<file path="src/rtl/mxint_pkg.sv">
// Shared helpers for the MXINT arithmetic blocks: product sizing and
// signed saturation of exponents.
package mxint_pkg;

  // Full-precision width of a signed a_w x b_w bit product.
  function automatic int prod_width(input int a_w, input int b_w);
    return a_w + b_w;
  endfunction

  function automatic int max_int(input int a, input int b);
    return (a > b) ? a : b;
  endfunction

  // Clamp a signed value into the two's complement range of 'width' bits.
  function automatic int sat_signed(input int value, input int width);
    int hi;
    int lo;
    hi = (1 <<< (width - 1)) - 1;
    lo = -hi - 1;
    if (value > hi) return hi;
    if (value < lo) return lo;
    return value;
  endfunction

endpackage

</file>
<file path="src/rtl/mxint_pipe_reg.sv">
// One valid/ready register slice: a stalled slice holds data and valid,
// and it refills in the same cycle it drains.
module mxint_pipe_reg #(
  parameter int W = 8
) (
  input  logic         clk,
  input  logic         rst,
  input  logic [W-1:0] in_data,
  input  logic         in_valid,
  output logic         in_ready,
  output logic [W-1:0] out_data,
  output logic         out_valid,
  input  logic         out_ready
);

  assign in_ready = !out_valid || out_ready;

  always_ff @(posedge clk or posedge rst) begin
    if (rst) begin
      out_valid <= 1'b0;
      out_data  <= '0;
    end else if (in_ready) begin
      out_valid <= in_valid;
      if (in_valid) out_data <= in_data;
    end
  end

endmodule

</file>
<file path="src/rtl/mxint_mul.sv">
// Element-wise MXINT block multiplier: joins two block streams, registers the
// full products (S1), then rescales mantissas and saturates the exponent (S2).
//
// Handshake: a stream transfers on a rising edge where its valid and ready are
// both high; valid never depends on ready, and a held block stays unchanged.
module mxint_mul
  import mxint_pkg::*;
#(
  parameter int DATA_IN_0_PRECISION_0 = 8,
  parameter int DATA_IN_0_PRECISION_1 = 8,
  parameter int DATA_IN_1_PRECISION_0 = 8,
  parameter int DATA_IN_1_PRECISION_1 = 8,
  parameter int DATA_OUT_PRECISION_0  = 8,
  parameter int DATA_OUT_PRECISION_1  = 8,
  parameter int BLOCK_SIZE            = 4
) (
  input  logic                             clk,
  input  logic                             rst,
  input  logic [DATA_IN_0_PRECISION_0-1:0] mdata_in_0 [BLOCK_SIZE],
  input  logic [DATA_IN_0_PRECISION_1-1:0] edata_in_0,
  input  logic                             data_in_0_valid,
  output logic                             data_in_0_ready,
  input  logic [DATA_IN_1_PRECISION_0-1:0] mdata_in_1 [BLOCK_SIZE],
  input  logic [DATA_IN_1_PRECISION_1-1:0] edata_in_1,
  input  logic                             data_in_1_valid,
  output logic                             data_in_1_ready,
  output logic [DATA_OUT_PRECISION_0-1:0]  mdata_out [BLOCK_SIZE],
  output logic [DATA_OUT_PRECISION_1-1:0]  edata_out,
  output logic                             data_out_valid,
  input  logic                             data_out_ready
);

  localparam int PW    = prod_width(DATA_IN_0_PRECISION_0, DATA_IN_1_PRECISION_0);
  localparam int SHIFT = PW - DATA_OUT_PRECISION_0;
  localparam int ESW   = max_int(DATA_IN_0_PRECISION_1, DATA_IN_1_PRECISION_1) + 1;
  localparam int MOW   = DATA_OUT_PRECISION_0;
  localparam int EOW   = DATA_OUT_PRECISION_1;
  localparam int S1W   = BLOCK_SIZE * PW + ESW;
  localparam int S2W   = BLOCK_SIZE * MOW + EOW;

  generate
    if (SHIFT < 0) begin : g_bad_shift
      $error("mxint_mul: output mantissa wider than the full product");
    end
  endgenerate

  logic           s1_accept, s1_valid, s2_accept, join_valid;
  logic [S1W-1:0] s1_in, s1_out;
  logic [S2W-1:0] s2_in, s2_out;

  // Reset gates the join so neither input is acknowledged while in reset.
  assign join_valid      = data_in_0_valid && data_in_1_valid && !rst;
  assign data_in_0_ready = data_in_1_valid && s1_accept && !rst;
  assign data_in_1_ready = data_in_0_valid && s1_accept && !rst;

  always_comb begin
    logic signed [PW-1:0] a_ext;
    logic signed [PW-1:0] b_ext;
    s1_in = '0;
    for (int i = 0; i < BLOCK_SIZE; i++) begin
      a_ext = PW'($signed(mdata_in_0[i]));
      b_ext = PW'($signed(mdata_in_1[i]));
      s1_in[i*PW +: PW] = a_ext * b_ext;
    end
    s1_in[S1W-1 -: ESW] = ESW'($signed(edata_in_0)) + ESW'($signed(edata_in_1));
  end

  mxint_pipe_reg #(.W(S1W)) u_s1 (
    .clk       (clk),
    .rst       (rst),
    .in_data   (s1_in),
    .in_valid  (join_valid),
    .in_ready  (s1_accept),
    .out_data  (s1_out),
    .out_valid (s1_valid),
    .out_ready (s2_accept)
  );

  // Floor-rescale the products; the exponent absorbs the shift and saturates.
  always_comb begin
    s2_in = '0;
    for (int i = 0; i < BLOCK_SIZE; i++) begin
      s2_in[i*MOW +: MOW] = MOW'($signed(s1_out[i*PW +: PW]) >>> SHIFT);
    end
    s2_in[S2W-1 -: EOW] =
      EOW'(sat_signed(int'($signed(s1_out[S1W-1 -: ESW])) + SHIFT, EOW));
  end

  mxint_pipe_reg #(.W(S2W)) u_s2 (
    .clk       (clk),
    .rst       (rst),
    .in_data   (s2_in),
    .in_valid  (s1_valid),
    .in_ready  (s2_accept),
    .out_data  (s2_out),
    .out_valid (data_out_valid),
    .out_ready (data_out_ready)
  );

  always_comb begin
    for (int i = 0; i < BLOCK_SIZE; i++) begin
      mdata_out[i] = s2_out[i*MOW +: MOW];
    end
    edata_out = s2_out[S2W-1 -: EOW];
  end

endmodule

</file>
<file path="config.mk">
export PLATFORM = sky130hd
export DESIGN_NAME = mxint_mul
export DESIGN_NICKNAME = d
export VERILOG_FILES = /design/src/rtl/mxint_pkg.sv /design/src/rtl/mxint_pipe_reg.sv /design/src/rtl/mxint_mul.sv
export SDC_FILE = /design/constraint.sdc
export NUM_CORES = 1
export LEC_CHECK = 0
export ABC_CLOCK_PERIOD_IN_PS = 3600
export CORE_ASPECT_RATIO = 1.5
export CORE_MARGIN = 5
export CORE_UTILIZATION = 50
export CTS_BUF_LIST = sky130_fd_sc_hd__clkbuf_4 sky130_fd_sc_hd__clkbuf_8
export CTS_CLUSTER_SIZE = 30
export DETAILED_ROUTE_END_ITERATION = 6
export MAX_ROUTING_LAYER = met4
export PLACE_DENSITY = 0.73
export SLEW_MARGIN = 25
export SYNTH_ARGS = -nofsm -noshare
export SYNTH_HDL_FRONTEND = slang
export SYNTH_SLANG_ARGS = --single-unit
</file>
<file path="constraint.sdc">
create_clock -name clk -period 3.6 [get_ports clk]
set_input_delay 1.08 -clock clk [delete_from_list [all_inputs] [get_ports clk]]
set_output_delay 1.08 -clock clk [all_outputs]
set_load 0.03 [all_outputs]
</file>
==> out/metrics.yaml <==
status:
  run_status: "finished with violations"
  violations: "negative setup slack"
timing:
  worst_pin_slew_ns: 0.766
  clock_skew_ns: 0.0104
  worst_slack_ns: -1.46
  final-hold-violation-count: 0
  setup_viol: 32
  rsz0062_at_grt: "yes"
  finalMaxSlewViolations: 0
  max_freq_ghz: 0.198
  fin_crit_ns: 5.06
  min_period_over_period_pct: 141
  max_slew_margin_pct: 48.9
route:
  wl_mm: 28.5
  drt_pass1_iterations: 4
  drtIter0Drc: 318
  drc: 0
  vias_per_cell: 4.89
  routed-via-count: 9838
  wl_per_cell_um: 14.2
  ant_nets: 0
die:
  core_um2: 24500
  die_h_um: 203
  die_x_um: 139
  num_rows: 70
  start_util_pct: 50.9
  ios: 128
  dieArea_um2: 28300
worst_hold_path:
  worstHoldStart: "u_s1.out_data[63]$_DFFE_PP0P_"
  worstHoldPathType: "flop to flop"
grt:
  grt_pass1_vias: 10900
  overflow: 0
  grt_pass1_wl_mm: 49.5
  grtUsageTotal_pct: 21.5
  antenna_found_initial: 1
  grt_max_degree: 82
clocking:
  clock_sinks: 83
  cts_made_buffers: 9
  cts_max_path_buffers: 2
  ctsHoldBuffers: 0
  clk_latency_ns: 0.34
  cts_tree: "built"
  cts_max_level: 3
  path_clk_slew_ns: 0.08
  root_buffer: "clkbuf_8"
place:
  place_area_um2: 15800
  portBuffers: 127
  numPlacedInstances: 1967
  post-dp-hpwl_mm: 24.4
  pre_cts_slack_ns: -2.15
  place_congestion: 0.867
power:
  power_density_nw_per_um2: 668
  ir_worst_vdd_mv: 0.494
  leakagePower_nw: 8.55
layout:
  mostFrequentLayoutCells: "inv_1 (249), buf_4 (202), nand2_1 (198), fa_1 (198), and2_1 (122)"
  final_nets: 2098
  syn2layout_area_growth_pct: 33.8
  final_common_cell: "inv_1"
  n_fill_cell: 1948
  design_area_um2: 16700
  final_cells: 2012
  drive_gt1_share_pct: 27.2
synthesis:
  netlist_instances: 1337
  syn_area_um2: 12500
  avgSynthCellArea_um2: 9.33
  syn_nets: 1752
  ys_seq_area_share_pct: 16.7
  yosysWarningCount: 0
  yosysUniqueCellTypes: 41
  ys_ff_latch: 83
setup_path:
  start_kind: "input pin"
  critical_path_class: "input pin to flop"
  cp.arrival_ns: 5.28
  setup.worst_path.end_class: "flop"
  cp.required_ns: 3.82
  r2r-start: "u_s2.out_valid$_DFFE_PP0P_"
  crit_fanout: 4
  critPathLaunch: "mdata_in_0[15]"
run:
  max_cap_violations: 0
==> worst max-delay path, stage by stage <==
cell	delay, ns
buf_6	0.09
and2_4	0.15
fa_1	0.51
inv_2	0.05
fa_1	0.50
inv_2	0.04
fa_1	0.54
inv_2	0.04
fa_1	0.50
inv_2	0.05
ha_4	0.23
and4b_1	0.19
a221oi_2	0.34
o21ai_2	0.11
o31a_4	0.31
a311oi_2	0.24
xor2_1	0.21
o21ai_1	0.09
==> sequential cells by signal (all words and copies together) (netlist names) <==
| signal | cells |
|---|---|
| u_s2.out_data | 40 |
| u_s1.out_valid | 1 |
| u_s2.out_valid | 1 |
| u_s1.out_data | 41 |
==> final cells by class <==
class | instances | area (um^2) | area share, %
Multi-Input combinational cell | 961 | 10000 | 59.9
Timing Repair Buffer | 350 | 2960 | 17.7
Sequential cell | 83 | 2080 | 12.4
Inverter | 278 | 1050 | 6.28
Tap cell | 324 | 405 | 2.43
Clock buffer | 11 | 145 | 0.870
Clock inverter | 4 | 51.3 | 0.307
Antenna cell | 1 | 2.50 | 0.0150
==> metal layers <==
metal / share of wire (%) / up-vias / wire (um) / track usage [%]
met1: 40 / 4914 / 11400 / 24.3
met3: 2.3 / 43 / 648 / 1.55
met4: 2.2 / 0 / 629 / 5.84
met5: 0 / - / 0 / -
li1: - / 4729 / - / -
met2: 56 / 152 / 15900 / 40.8
==> report_power, final <==
part           total, mW  internal, mW  switching [mW]
registers           1.56          1.31           0.251
clock network      0.668         0.344           0.324
logic               8.92          4.60            4.33
==> final timing paths <==
| check | endpoint | slack [ns] | cells after the start |
|---|---|---|---|
| max | u_s1.out_data[46]$_DFFE_PP0P_ | -1.46 | 18 |
| min | u_s2.out_data[31]$_DFFE_PP0P_ | 0.47 | 2 |
| max reg2reg | u_s1.out_data[64]$_DFFE_PP0P_ | 1.72 | 7 |
| min reg2reg | u_s2.out_data[31]$_DFFE_PP0P_ | 0.47 | 2 |
| max in group asynchronous | u_s1.out_data[63]$_DFFE_PP0P_ | 1.72 | 3 |
| min in group asynchronous | u_s2.out_data[15]$_DFFE_PP0P_ | 1.20 | 2 |
==> stage by stage <==
stage / hold WS (ns) / utilization, % / power, mW / TNS, ns
3_5_place_dp: 0.454 / 64.3 / 9.22 / -60.28
5_1_grt: 0.496 / 68.0 / 12.3 / -39.57
3_3_place_gp: 0.448 / 64.3 / 9.01 / -59.32
6_report: 0.471 / 68.0 / 11.1 / -35.04
2_1_floorplan: 0.439 / - / 6.41 / -33.20
4_1_cts: 0.471 / 67.0 / 10.7 / -35.40
==> cells in the mapped netlist, drive strengths merged <==
master    n  share of area [%]
mux2      6               0.54
o221ai    2               0.14
a311oi    3               0.26
a21o     11               0.66
xnor2    42                2.9
a211o     1              0.070
o31ai     2               0.12
nand4     2               0.10
nor2b    31                1.6
a31oi     5               0.25
and4b     2               0.16
a21boi    1              0.060
clkbuf   14               0.42
fa      213                 34
buf       1              0.030
and2    157                7.9
ha      117                 12
inv     278                8.4
a41oi     1              0.070
a31o      1              0.070
and2b     1              0.070
nor2     17               0.51
o21ai    49                2.0
xor2     21                1.5
a221o     1              0.080
a21oi    28                1.1
nand3     6               0.24
a221oi    2               0.24
o21a      2               0.12
or2       2               0.10
dfrtp    83                 17
a41o      2               0.16
nand2   207                6.2
a22o      1              0.070
and3      8               0.40
nand2b   12               0.60
nor3      4               0.16
o31a      1               0.14
==> cell families after synthesis <==
kind of cell             count (synthesis)  share of synthesized area, %
XOR/XNOR                                63                          4.42
multiplexers                             6                         0.542
adder cells (fa/ha/maj)                330                          45.9
buffers and inverters                  293                          8.82
AO/OA/AOI/OAI                          113                          5.64
AND/OR/NAND/NOR                        449                          18.0
flip-flops                              83                          16.7
==> timing repair <==
| item | 4_1_cts | 5_1_grt |
|---|---|---|
| resized for setup | 367 | 62 |
| pin swaps | 90 | 50 |
| setup endpoints to repair | 32 | 32 |
| setup buffers | 22 | 10 |
(Power assumes the default switching activity.)
